==> config.mk <==
export PLATFORM = sky130hd
export DESIGN_NAME = btn_debounce
export DESIGN_NICKNAME = d
export VERILOG_FILES = /design/src/rtl/btn_debounce_pkg.sv /design/src/rtl/btn_channel.sv /design/src/rtl/btn_debounce.sv
export SDC_FILE = /design/constraint.sdc
export NUM_CORES = 1
export LEC_CHECK = 0
export CORE_MARGIN = 3
export CORE_UTILIZATION = 28
export CTS_BUF_LIST = sky130_fd_sc_hd__clkbuf_8
export DETAILED_ROUTE_END_ITERATION = 16
export PLACE_DENSITY = 0.42
export SYNTH_ARGS = -nofsm -noshare
export SYNTH_HDL_FRONTEND = slang
export SYNTH_SLANG_ARGS = --single-unit
export TNS_END_PERCENT = 100
==> constraint.sdc <==
create_clock -name clk -period 2.9 [get_ports clk]
set_clock_uncertainty 0.1 [all_clocks]
set_input_delay 0.435 -clock clk [delete_from_list [all_inputs] [get_ports clk]]
set_output_delay 0.435 -clock clk [all_outputs]
set_load 0.1 [all_outputs]
==> src/rtl/btn_debounce_pkg.sv <==
// Shared definitions for the Tetris button conditioning block: button
// indices, default 50 MHz timing constants and the repeat FSM encoding.
package btn_debounce_pkg;

    // Button channel indices as wired on the player panel
    localparam int BTN_LEFT  = 0;
    localparam int BTN_RIGHT = 1;
    localparam int BTN_ROT   = 2;
    localparam int BTN_DROP  = 3;
    localparam int BTN_PAUSE = 4;

    // Default timing at 50 MHz
    localparam int DEF_NUM_BTN         = 5;
    localparam int DEF_DEBOUNCE_CYCLES = 500000;    // 10 ms
    localparam int DEF_REPEAT_DELAY    = 10000000;  // 200 ms
    localparam int DEF_REPEAT_RATE     = 2500000;   // 50 ms
    localparam int DEF_CNT_W           = 24;

    // Auto-repeat state per channel
    typedef enum logic [1:0] {
        RP_IDLE   = 2'd0,
        RP_DELAY  = 2'd1,
        RP_REPEAT = 2'd2
    } rp_state_e;

endpackage

==> src/rtl/btn_channel.sv <==
// Single button channel: debounce to a stable level, registered press and
// release strobes, and an auto-repeat FSM that adds extra press strobes
// while the button stays held.
module btn_channel
    import btn_debounce_pkg::*;
#(
    parameter int DEBOUNCE_CYCLES = DEF_DEBOUNCE_CYCLES,
    parameter int REPEAT_DELAY    = DEF_REPEAT_DELAY,
    parameter int REPEAT_RATE     = DEF_REPEAT_RATE,
    parameter int CNT_W           = DEF_CNT_W
) (
    input  logic clk,
    input  logic rst_n,
    input  logic btn_sync,
    input  logic repeat_en,
    output logic btn_level,
    output logic btn_press,
    output logic btn_release
);

    localparam logic [CNT_W-1:0] DB_LAST = CNT_W'(DEBOUNCE_CYCLES - 1);
    localparam logic [CNT_W-1:0] RD_LAST = CNT_W'(REPEAT_DELAY - 1);
    localparam logic [CNT_W-1:0] RR_LAST = CNT_W'(REPEAT_RATE - 1);
    localparam logic [CNT_W-1:0] CNT_ZERO = {CNT_W{1'b0}};
    localparam logic [CNT_W-1:0] CNT_ONE  = CNT_W'(1);

    logic [CNT_W-1:0] db_cnt_r;
    logic [CNT_W-1:0] db_cnt_s;
    logic [CNT_W-1:0] rp_cnt_r;
    logic [CNT_W-1:0] rp_cnt_s;
    rp_state_e        state_r;
    rp_state_e        state_s;
    logic             level_r;
    logic             level_s;
    logic             press_r;
    logic             press_s;
    logic             release_r;
    logic             release_s;
    logic             accept_s;
    logic             rise_s;
    logic             fall_s;
    logic             rp_pulse_s;

    // Debounce window: count while input disagrees with level, any agreement restarts it
    always_comb begin
        db_cnt_s = CNT_ZERO;
        level_s  = level_r;
        accept_s = 1'b0;
        if (btn_sync != level_r) begin
            if (db_cnt_r == DB_LAST) begin
                accept_s = 1'b1;
                level_s  = btn_sync;
                db_cnt_s = CNT_ZERO;
            end else begin
                db_cnt_s = db_cnt_r + CNT_ONE;
            end
        end else begin
            db_cnt_s = CNT_ZERO;
        end
        rise_s = accept_s & btn_sync;
        fall_s = accept_s & ~btn_sync;
    end

    // Auto-repeat next-state: a release or disable wins over a pending repeat pulse
    always_comb begin
        state_s    = state_r;
        rp_cnt_s   = rp_cnt_r;
        rp_pulse_s = 1'b0;
        case (state_r)
            RP_IDLE: begin
                rp_cnt_s = CNT_ZERO;
                if (rise_s && repeat_en) begin
                    state_s = RP_DELAY;
                end else begin
                    state_s = RP_IDLE;
                end
            end
            RP_DELAY: begin
                if (fall_s || !repeat_en) begin
                    state_s  = RP_IDLE;
                    rp_cnt_s = CNT_ZERO;
                end else if (rp_cnt_r == RD_LAST) begin
                    state_s    = RP_REPEAT;
                    rp_cnt_s   = CNT_ZERO;
                    rp_pulse_s = 1'b1;
                end else begin
                    rp_cnt_s = rp_cnt_r + CNT_ONE;
                end
            end
            RP_REPEAT: begin
                if (fall_s || !repeat_en) begin
                    state_s  = RP_IDLE;
                    rp_cnt_s = CNT_ZERO;
                end else if (rp_cnt_r == RR_LAST) begin
                    rp_cnt_s   = CNT_ZERO;
                    rp_pulse_s = 1'b1;
                end else begin
                    rp_cnt_s = rp_cnt_r + CNT_ONE;
                end
            end
            default: begin
                state_s  = RP_IDLE;
                rp_cnt_s = CNT_ZERO;
            end
        endcase
        press_s   = rise_s | rp_pulse_s;
        release_s = fall_s;
    end

    // Channel state and registered strobes
    always_ff @(posedge clk or negedge rst_n) begin
        if (!rst_n) begin
            db_cnt_r  <= CNT_ZERO;
            rp_cnt_r  <= CNT_ZERO;
            state_r   <= RP_IDLE;
            level_r   <= 1'b0;
            press_r   <= 1'b0;
            release_r <= 1'b0;
        end else begin
            db_cnt_r  <= db_cnt_s;
            rp_cnt_r  <= rp_cnt_s;
            state_r   <= state_s;
            level_r   <= level_s;
            press_r   <= press_s;
            release_r <= release_s;
        end
    end

    assign btn_level   = level_r;
    assign btn_press   = press_r;
    assign btn_release = release_r;

endmodule

==> src/rtl/btn_debounce.sv <==
// Button conditioning top: one independent btn_channel per player button.
module btn_debounce
    import btn_debounce_pkg::*;
#(
    parameter int NUM_BTN         = DEF_NUM_BTN,
    parameter int DEBOUNCE_CYCLES = DEF_DEBOUNCE_CYCLES,
    parameter int REPEAT_DELAY    = DEF_REPEAT_DELAY,
    parameter int REPEAT_RATE     = DEF_REPEAT_RATE,
    parameter int CNT_W           = DEF_CNT_W
) (
    input  logic               clk,
    input  logic               rst_n,
    input  logic [NUM_BTN-1:0] btn_sync,
    input  logic [NUM_BTN-1:0] repeat_en,
    output logic [NUM_BTN-1:0] btn_level,
    output logic [NUM_BTN-1:0] btn_press,
    output logic [NUM_BTN-1:0] btn_release
);

    for (genvar i = 0; i < NUM_BTN; i++) begin : g_ch
        btn_channel #(
            .DEBOUNCE_CYCLES (DEBOUNCE_CYCLES),
            .REPEAT_DELAY    (REPEAT_DELAY),
            .REPEAT_RATE     (REPEAT_RATE),
            .CNT_W           (CNT_W)
        ) u_ch (
            .clk         (clk),
            .rst_n       (rst_n),
            .btn_sync    (btn_sync[i]),
            .repeat_en   (repeat_en[i]),
            .btn_level   (btn_level[i]),
            .btn_press   (btn_press[i]),
            .btn_release (btn_release[i])
        );
    end

endmodule

==> flow_summary.ini, run 1 <==
[cts]
clk_latency_ns = 0.62
postCtsSetupRepairBufs = 0
cts_resized = 0
cts_made_buffers = 52
root_buffer = clkbuf_8
htree_levels = 2
cts_tree = built
clk_pin_slew_ns = 0.06
clock_path_buffers = 3
cts.sinks = 265
hold_buffers = 1

[die]
dieWidth_um = 224
die-area_mm2 = 0.0504
core_area_mm2 = 0.0469
start_util = 0.285
core.rowCount = 79
io_pins = 27
die_h_um = 224

[sta]
min_period_ns = 2.55
slew-limit-headroom = 0.298
holdWs_ns = 0.310
tns_ns = 0
fin_crit_sh = 0.880
max_freq_ghz = 0.392
rsz0062_at_grt = false
finalHoldViolCount = 0
worst_slew_pin_slew_ns = 1.05
setup_viol = 0
drv_slew = 0

[global_route]
grt_max_degree = 72
antenna_found_initial = 2
grt_usage = 0.117
grt_overflow = 0
grt_pass1_vias = 10000
grt_pass1_wl_um = 49300

[synth]
syn_area_mm2 = 0.0134
async_flop_share = 1.00
yosys-top-cells-area = dfrtp_1 50%, nor2_1 8.5%, xor2_1 8.4%
syn_area_per_cell_um2 = 9.51
ys_seq_area_frac = 0.496
synth_enable_flop_cells = 0
synth_nets = 1442
synth_top_cell_by_area = dfrtp_1
ys_ff_latch = 265
ys_types = 57
synth_ff_type = dfrtp_1
syn_inst = 1405
synth_top_area_share = 0.496
yosysWarnings = 0

[detailed_routing]
via_count = 9724
drt-total-wl_um = 28200
first_pass_iters = 4
drc = 0
drt-initial-drc-count = 379
vias_per_cell = 4.58
wl_per_cell_um = 13.3
ant_nets = 0

[pwr]
p_leak_nw = 6.26
ir_drop_mv = 0.318
power.density_mw_per_mm2 = 526

[placement]
gp_congestion = 0.746
port_buffers = 26
dp.final_hpwl_um = 18300

[worst_setup_path]
path_class = reg2reg
cp-end-kind = flop
ff2ff_setup_slack_ns = 0.35
cp_max_fo = 23
cp-start-kind = flop
critPathArrivalTime_ns = 2.92
crit_required_ns = 3.27

[finish]
area_growth_pct = 15.8
layout-drive-gt1-share = 0.0906
fin_nets = 1507

[worst_hold_path]
hold_class = in2async

[outcome]
outcome = complete, no violations

[job]
maxCapViolations = 0
==> cells in the final DEF, fill, tap and decap left out, types with 7 or more instances in the layout <==
cell / netlist / routed
clkinv_2: 0 / 10
and4_1: 16 / 16
xor2_1: 128 / 128
and2_1: 7 / 7
nor4bb_1: 9 / 9
clkdlybuf4s50_1: 0 / 10
a21oi_1: 23 / 23
or4_1: 8 / 8
clkbuf_8: 0 / 67
nor3_1: 33 / 33
nand2_1: 105 / 105
nor2_1: 303 / 303
o21ai_0: 17 / 17
nand4_1: 61 / 61
or3_1: 12 / 12
and3_1: 38 / 38
nor2b_1: 8 / 8
inv_1: 48 / 62
nand3_1: 81 / 81
xnor2_1: 85 / 85
nor4b_1: 10 / 10
dfrtp_1: 265 / 265
nor4_1: 32 / 32
buf_4: 21 / 36
ha_1: 25 / 25
==> Yosys cell counts (2+ instances only) <==
library cell,count
nor4bb_1,9
nand4b_1,2
o22ai_1,4
nor4_1,32
o21a_1,2
inv_1,48
nor2b_1,8
mux2_2,4
o221ai_2,2
dfrtp_1,265
and2_1,7
buf_2,7
nand4_1,61
xor2_1,128
and3_1,38
nor3b_1,2
nand2b_1,4
nor2_1,303
xnor2_1,85
mux2i_1,2
nor4b_1,10
o211ai_1,2
nor3_1,33
and4_1,16
clkbuf_1,6
or4b_2,2
a31oi_1,3
o21ai_0,17
or2_2,2
a21oi_1,23
or3_1,12
ha_1,25
buf_4,21
nand3_1,81
a21o_1,2
nand2_1,105
or4_1,8
buf_1,3
buf_6,3
==> power breakdown <==
part / switching (mW) / internal [mW]
Sequential: 0.0305 / 3.73
Combinational: 0.172 / 0.0660
Clock: 1.71 / 2.43
Total: 1.91 / 6.22
==> worst max-delay path: stages (launching register included) <==
cell and delay (ns):
dfrtp_1 0.42, nor4_1 0.28, nand4_1 0.13, nor4_1 0.50
buf_4 0.24, and3b_2 0.24, a211o_2 0.39, nor2_1 0.10
==> state kept, by name (all words and copies together), names as in the netlist <==
name / flops
g_ch.u_ch.btn_level: 5
g_ch.u_ch.state_r: 10
g_ch.u_ch.rp_cnt_r: 120
g_ch.u_ch.db_cnt_r: 120
g_ch.u_ch.btn_press: 5
g_ch.u_ch.btn_release: 5
==> path summary, 6_finish.rpt <==
path / startpoint / end / cells past startpoint
max: g_ch[1].u_ch.db_cnt_r[6]$_DFF_PN0_ / g_ch[1].u_ch.rp_cnt_r[22]$_DFF_PN0_ / 7
min: rst_n / g_ch[2].u_ch.btn_release$_DFF_PN0_ / 2
max reg2reg: g_ch[1].u_ch.db_cnt_r[6]$_DFF_PN0_ / g_ch[1].u_ch.rp_cnt_r[22]$_DFF_PN0_ / 7
min reg2reg: g_ch[1].u_ch.db_cnt_r[0]$_DFF_PN0_ / g_ch[1].u_ch.db_cnt_r[0]$_DFF_PN0_ / 1
max in group asynchronous: rst_n / g_ch[0].u_ch.db_cnt_r[14]$_DFF_PN0_ / 3
min in group clk: g_ch[1].u_ch.db_cnt_r[0]$_DFF_PN0_ / g_ch[1].u_ch.db_cnt_r[0]$_DFF_PN0_ / 1
==> per-stage QoR <==
stage	total power, mW	worst slack (ns)	utilization	area (um^2)	cells
global route	8.58	0.136	0.330	15500	2120
finish	8.14	0.349	0.330	15500	2121
global placement	4.08	0.320	0.305	14300	2022
CTS	8.37	0.344	0.330	15500	2119
floorplan	3.92	0.677	-	13400	1405
detailed placement	4.08	0.374	0.305	14300	2022
==> per-layer routing <==
layer	vias up	wire [um]	part of all wire	global-route usage
met5	-	0	0	0
met1	4637	13800	0.49	0.156
met2	104	12500	0.44	0.181
li1	4925	-	-	-
met3	58	1110	0.039	0.0281
met4	0	815	0.029	0.0498
==> cell type report <==
type / instances / area, um^2
flip-flops and latches: 265 / 6630
inverters: 48 / 180
repair buffers: 51 / 455
fillers: 4952 / 31400
clock buffers: 67 / 922
diodes: 2 / 5.00
multi-input cells: 1052 / 6290
well taps: 607 / 759
clock inverters: 29 / 231
==> logic make-up (layout without fill, tap and decap cells) <==
logic type	Yosys count	count (layout)	synth area share
flip-flops	265	265	0.496
AO/OA/AOI/OAI	67	67	0.0324
other	0	2	0
XOR/XNOR	213	213	0.140
multiplexers	6	6	0.00487
buffers and inverters	88	195	0.0330
AND/OR/NAND/NOR	741	741	0.271
adder cells (fa/ha/maj)	25	25	0.0234
Power figures use the tool's default switching activity.
==> inputs of run 2 (changes only) <==
--- a/config.mk
+++ b/config.mk
@@ -9,7 +9,8 @@
 export CORE_UTILIZATION = 28
 export CTS_BUF_LIST = sky130_fd_sc_hd__clkbuf_8
 export DETAILED_ROUTE_END_ITERATION = 16
-export PLACE_DENSITY = 0.42
+export GPL_TIMING_DRIVEN = 0
+export PLACE_DENSITY = 0.46
 export SYNTH_ARGS = -nofsm -noshare
 export SYNTH_HDL_FRONTEND = slang
 export SYNTH_SLANG_ARGS = --single-unit
==> flow_summary.ini, run 2 (same netlist as run 1, synthesis figures left out) <==
[worst_setup_path]
crit_start = g_ch[3].u_ch.btn_press$_DFF_PN0_
path_class = reg2out
ff2ff_setup_slack_ns = 0.29
cp_max_fo = 1
reg2reg_depth = 7
slowest_delay_ns = 1.13
cp-start-kind = flop
rr_endpoint = g_ch[2].u_ch.rp_cnt_r[11]$_DFF_PN0_
crit_family = buffers and inverters
crit_required_ns = 2.37
cp-end-kind = output pin
crit_path_cell_trace = buf_4, clkdlybuf4s50_1
critPathArrivalTime_ns = 2.18
slowest_stage = clkdlybuf4s50_1
worst-path-buf-inv = 2
reg2reg_from = g_ch[2].u_ch.db_cnt_r[6]$_DFF_PN0_

[placement]
postPlaceCellArea_mm2 = 0.0144
dp.final_hpwl_um = 18400
place_ws_ns = -0.0787
dpl.cell_count = 2039
gp_congestion = 0.757
port_buffers = 25

[finish]
final_common_cell = nor2_1
area_growth_pct = 16.3
layout-drive-gt1-share = 0.0834
final_cell_area_mm2 = 0.0155
fin_nets = 1523
most-common-layout-cells = 303 x nor2_1, 265 x dfrtp_1, 128 x xor2_1, 105 x nand2_1, 85 x xnor2_1
largestRegisters = g_ch.u_ch.db_cnt_r (120), g_ch.u_ch.rp_cnt_r (120), g_ch.u_ch.state_r (10)
n_antenna_cell = 0
fin_cells = 2130

[outcome]
outcome = complete, no violations

[sta]
min_period_ns = 2.72
fin_crit_sh = 0.938
max_freq_ghz = 0.368
setup_viol = 0
slew-limit-headroom = 0.300
finalHoldViolCount = 0
drv_slew = 0
rsz0062_at_grt = false
worst_slew_pin_slew_ns = 1.04
setup_ws_ns = 0.180

[cts]
cts.sinks = 265
cts_tree = built
clk_latency_ns = 0.61
postCtsSetupRepairBufs = 0
htree_levels = 2
clk_pin_slew_ns = 0.06
root_buffer = clkbuf_8
clock_path_buffers = 3
cts_made_buffers = 51

[global_route]
use_met3 = 0.0249
antenna_found_initial = 1
grt_max_degree = 115
grtUsageMet2 = 0.177
busiest_layer = met2
grt_pass1_vias = 9986
grt_usage = 0.116
grt_overflow = 0
grtUsageMet1 = 0.161
grt_pass1_wl_um = 49300

[die]
io_pins = 27
die_h_um = 224
start_util = 0.285
core_area_mm2 = 0.0469
dieWidth_um = 224
core.rowCount = 79
die-area_mm2 = 0.0504

[detailed_routing]
ant_nets = 0
wl_per_cell_um = 13.2
drc = 0
vias_per_cell = 4.58
drt-initial-drc-count = 458
drt-total-wl_um = 28100
via_count = 9760
first_pass_iters = 4

[pwr]
ir_drop_mv = 0.254
power.density_mw_per_mm2 = 510
total_power_mw = 7.93
p_leak_nw = 6.24

[worst_hold_path]
holdPathStages = 3
min_from = btn_sync[4]
hold_class = in2reg
whs_endpoint = g_ch[4].u_ch.state_r[0]$_DFFE_PN0P_

[job]
maxCapViolations = 0
-- run 2: cell count changes in the layout (fill, tap and decap cells not counted), moves of 6 or more --
cell / delta
buf_4: -15
buf_2: +7
clkdlybuf4s50_1: +9
clkbuf_1: +6
-- run 2: report_power, final --
part | switching [mW] | internal [mW]
clock network | 1.67 | 2.27
logic | 0.171 | 0.0641
registers | 0.0318 | 3.73
-- run 2: metal layers --
layer  share of wire  wire (um)
met1            0.50      14000
met2            0.44      12400
met3           0.034        964
met4           0.027        758
met5         0.00071         20
-- run 2: worst max path at each step --
stage / to / slack (ns) / cells after the start
2_1_floorplan: g_ch[0].u_ch.rp_cnt_r[10]$_DFF_PN0_ / 0.68 / 9
3_3_place_gp: g_ch[1].u_ch.rp_cnt_r[15]$_DFF_PN0_ / -10.96 / 1
3_5_place_dp: g_ch[1].u_ch.db_cnt_r[22]$_DFF_PN0_ / -0.08 / 7
4_1_cts: btn_press[3] / 0.08 / 2
5_1_grt: btn_press[3] / 0.08 / 2
6_report: btn_press[3] / 0.18 / 2
-- run 2: area by class of cell --
| class | count | area [um^2] |
|---|---|---|
| tap | 607 | 759 |
| multi-input combinational | 1052 | 6310 |
| fill | 4911 | 31300 |
| sequential | 265 | 6630 |
| clock inverter | 18 | 100 |
| clock buffer | 72 | 991 |
| inverter | 48 | 180 |
| buffer | 40 | 260 |
| timing repair buffer | 28 | 314 |
-- run 2: worst register-to-register path, stage by stage (launching register included) --
cell      delay (ns)
dfrtp_1         0.43
nor4_1          0.37
nand4_1         0.16
or4_1           0.61
o211ai_1        0.28
a21o_1          0.21
buf_2           0.26
nor2_1          0.08
-- run 2: metrics by stage --
| step | hold slack (ns) | utilization | TNS [ns] |
|---|---|---|---|
| final | 0.181 | 0.332 | 0 |
| after global routing | 0.168 | 0.332 | 0 |
| after CTS | 0.120 | 0.332 | 0 |
| after detailed placement | 0.343 | 0.308 | -1.46 |
| after global placement | 0.374 | 0.307 | -2895.09 |
| after floorplan | 0.0394 | - | 0 |
-- run 2: repair_timing --
action	4_1_cts	5_1_grt
hold buffers	1	0
resized for setup	6	1
endpoints found under the hold margin	69	0
pin swaps	0	0
endpoints found under the setup margin	35	2
==> inputs of run 3 (changes only) <==
--- a/config.mk
+++ b/config.mk
@@ -5,6 +5,7 @@
 export SDC_FILE = /design/constraint.sdc
 export NUM_CORES = 1
 export LEC_CHECK = 0
+export ABC_AREA = 1
 export CORE_MARGIN = 3
 export CORE_UTILIZATION = 28
 export CTS_BUF_LIST = sky130_fd_sc_hd__clkbuf_8
==> flow_summary.ini, run 3 <==
[worst_setup_path]
worst-path-buf-inv = 2
cp-end-kind = output pin
crit_required_ns = 2.37
cp_max_fo = 3
path_class = reg2out
cp-start-kind = flop
slowest_delay_ns = 1.12
slowest_stage = clkdlybuf4s50_1
crit_path_cell_trace = buf_4, clkdlybuf4s50_1
critPathArrivalTime_ns = 2.25
crit_family = buffers and inverters

[synth]
ys_ff_latch = 265
synth_ff_type = dfrtp_1
synth_enable_flop_cells = 0
syn_inst = 2170
syn_area_per_cell_um2 = 7.38
synth_nets = 2207
synth_top_area_share = 0.414
synth_most_common_cell = nor2_1
yosysWarnings = 0
ys_types = 38
synth_common_cells = 441 x nor2_1, 430 x nand2_1, 299 x inv_1
syn_area_mm2 = 0.0160
synth_top_cell_by_area = dfrtp_1
yosys-top-cells-area = dfrtp_1 41%, nor2_1 10%, nand2_1 10%
ys_seq_area_frac = 0.414
async_flop_share = 1.00

[global_route]
grtUsageMet2 = 0.204
grtUsageMet1 = 0.177
grt_overflow = 0
antenna_found_initial = 2
grt_max_degree = 105
grt_pass1_wl_um = 65500
grt_usage = 0.128
grt_pass1_vias = 13500
busiest_layer = met2
use_met3 = 0.0229

[finish]
final_common_cell = nor2_1
num-fill-cells = 6026
layout-drive-gt1-share = 0.0966
fin_nets = 2294
largestRegisters = g_ch.u_ch.db_cnt_r (120), g_ch.u_ch.rp_cnt_r (120), g_ch.u_ch.state_r (10)
regArea_mm2 = 0.00663
most-common-layout-cells = 441 x nor2_1, 430 x nand2_1, 319 x inv_1, 265 x dfrtp_1, 142 x nand3_1
multi_input_area_mm2 = 0.00798
area_growth_pct = 15.2
fin_util = 0.326

[sta]
slew-limit-headroom = 0.352
max_freq_ghz = 0.359
fin_crit_sh = 0.960
finalHoldViolCount = 0
tns_ns = 0
setup_viol = 0
rsz0062_at_grt = false
drv_slew = 0
setup_ws_ns = 0.115
min_period_ns = 2.78
worst_slew_pin_slew_ns = 0.969

[placement]
place_ws_ns = 0.321
gp_congestion = 0.848
port_buffers = 26
dp.final_hpwl_um = 27300

[cts]
clk_latency_ns = 0.65
root_buffer = clkbuf_8
clk_pin_slew_ns = 0.06
cts_tree = built
cts.sinks = 265
cts_made_buffers = 55
clock_path_buffers = 3
htree_levels = 2

[job]
maxCapViolations = 0

[detailed_routing]
ant_nets = 0
drt-total-wl_um = 37500
via_count = 13600
drt-initial-drc-count = 808
drc = 0
first_pass_iters = 5
wl_per_cell_um = 12.3
vias_per_cell = 4.44

[die]
die_h_um = 245
core.rowCount = 87
io_pins = 27
core_area_mm2 = 0.0565
start_util = 0.283
die-area_mm2 = 0.0601
dieWidth_um = 245

[pwr]
power.density_mw_per_mm2 = 434
ir_drop_mv = 0.287
p_leak_nw = 7.90

[outcome]
outcome = complete, no violations

[worst_hold_path]
hold_class = in2async
run 3: changes by cell type after synthesis, moves of 26 or more:
cell	previous run	this run
a21oi_1	23	52
and3_1	38	8
inv_1	48	299
nand2_1	105	430
nand3_1	81	142
nor2_1	303	441
nor2_2	0	45
nor3_1	33	98
nor4_1	32	5
xnor2_1	85	17
xor2_1	128	102
run 3: final timing paths:
check	slack [ns]	start	cells after the start	endpoint
setup / recovery	0.12	g_ch[3].u_ch.btn_level$_DFFE_PN0N_	2	btn_level[3]
hold reg to reg	0.35	g_ch[0].u_ch.db_cnt_r[0]$_DFF_PN0_	1	g_ch[0].u_ch.db_cnt_r[0]$_DFF_PN0_
hold / removal	0.09	rst_n	2	g_ch[4].u_ch.db_cnt_r[17]$_DFF_PN0_
min in group clk	0.32	btn_sync[0]	3	g_ch[0].u_ch.btn_level$_DFFE_PN0N_
setup reg to reg	0.80	g_ch[0].u_ch.db_cnt_r[0]$_DFF_PN0_	10	g_ch[0].u_ch.db_cnt_r[16]$_DFF_PN0_
max in group asynchronous	1.05	rst_n	5	g_ch[1].u_ch.db_cnt_r[21]$_DFF_PN0_
run 3: repair_timing:
item                                   in CTS  in global routing
gates resized for setup                     1                  1
endpoints found under the hold margin     117                  0
hold buffers                                1                  0
buffers inserted                            0                  0
setup endpoints to repair                   1                  1
run 3: area by class of cell:
class,count,share of cell area
buffer,29,0.0141
tap,756,0.0513
inverter,304,0.0619
multi-input combinational,1572,0.433
clock buffer,68,0.0508
antenna,2,0.000271
timing repair buffer,30,0.0195
clock inverter,30,0.00984
sequential,265,0.360
run 3: kinds of logic (layout without fill, tap and decap cells):
| kind of cell | after synthesis | in the layout | share of synthesized area |
|---|---|---|---|
| other | 0 | 2 | 0 |
| adder cells (fa/ha/maj) | 25 | 25 | 0.0195 |
| buffers and inverters | 333 | 461 | 0.0875 |
| AND/OR/NAND/NOR | 1320 | 1320 | 0.377 |
| AO/OA/AOI/OAI | 108 | 108 | 0.0361 |
| XOR/XNOR | 119 | 119 | 0.0651 |
| flip-flops | 265 | 265 | 0.414 |
run 3: worst register-to-register path: stages (launching register included):
cell and delay (ns):
dfrtp_1 0.36, ha_1 0.25, nand2_1 0.11, nor2_2 0.16, nand2_1 0.11, nor2_4 0.16
nand2_1 0.12, nand2_2 0.23, inv_1 0.18, o21ai_0 0.11, a21oi_1 0.06
run 3: metrics by stage:
step,cells,power (mW),cell area (um^2),hold WS [ns]
floorplan,2170,3.92,16000,0.0394
global placement,2952,4.06,17200,0.342
detailed placement,2955,4.08,17300,0.165
CTS,3054,8.26,18400,0.0140
global route,3055,8.45,18400,0.0521
finish,3056,8.01,18400,0.0919
run 3: where the power goes:
group	switching (mW)	internal (mW)	leakage [nW]
Sequential	0.0158	3.72	3.68
Combinational	0.197	0.0682	3.56
Clock	1.73	2.28	0.657
run 3: per-layer routing:
metal,part of all wire,vias up
met5,0,-
met4,0.021,0
met3,0.041,60
met2,0.44,212
met1,0.49,6236
li1,-,7057
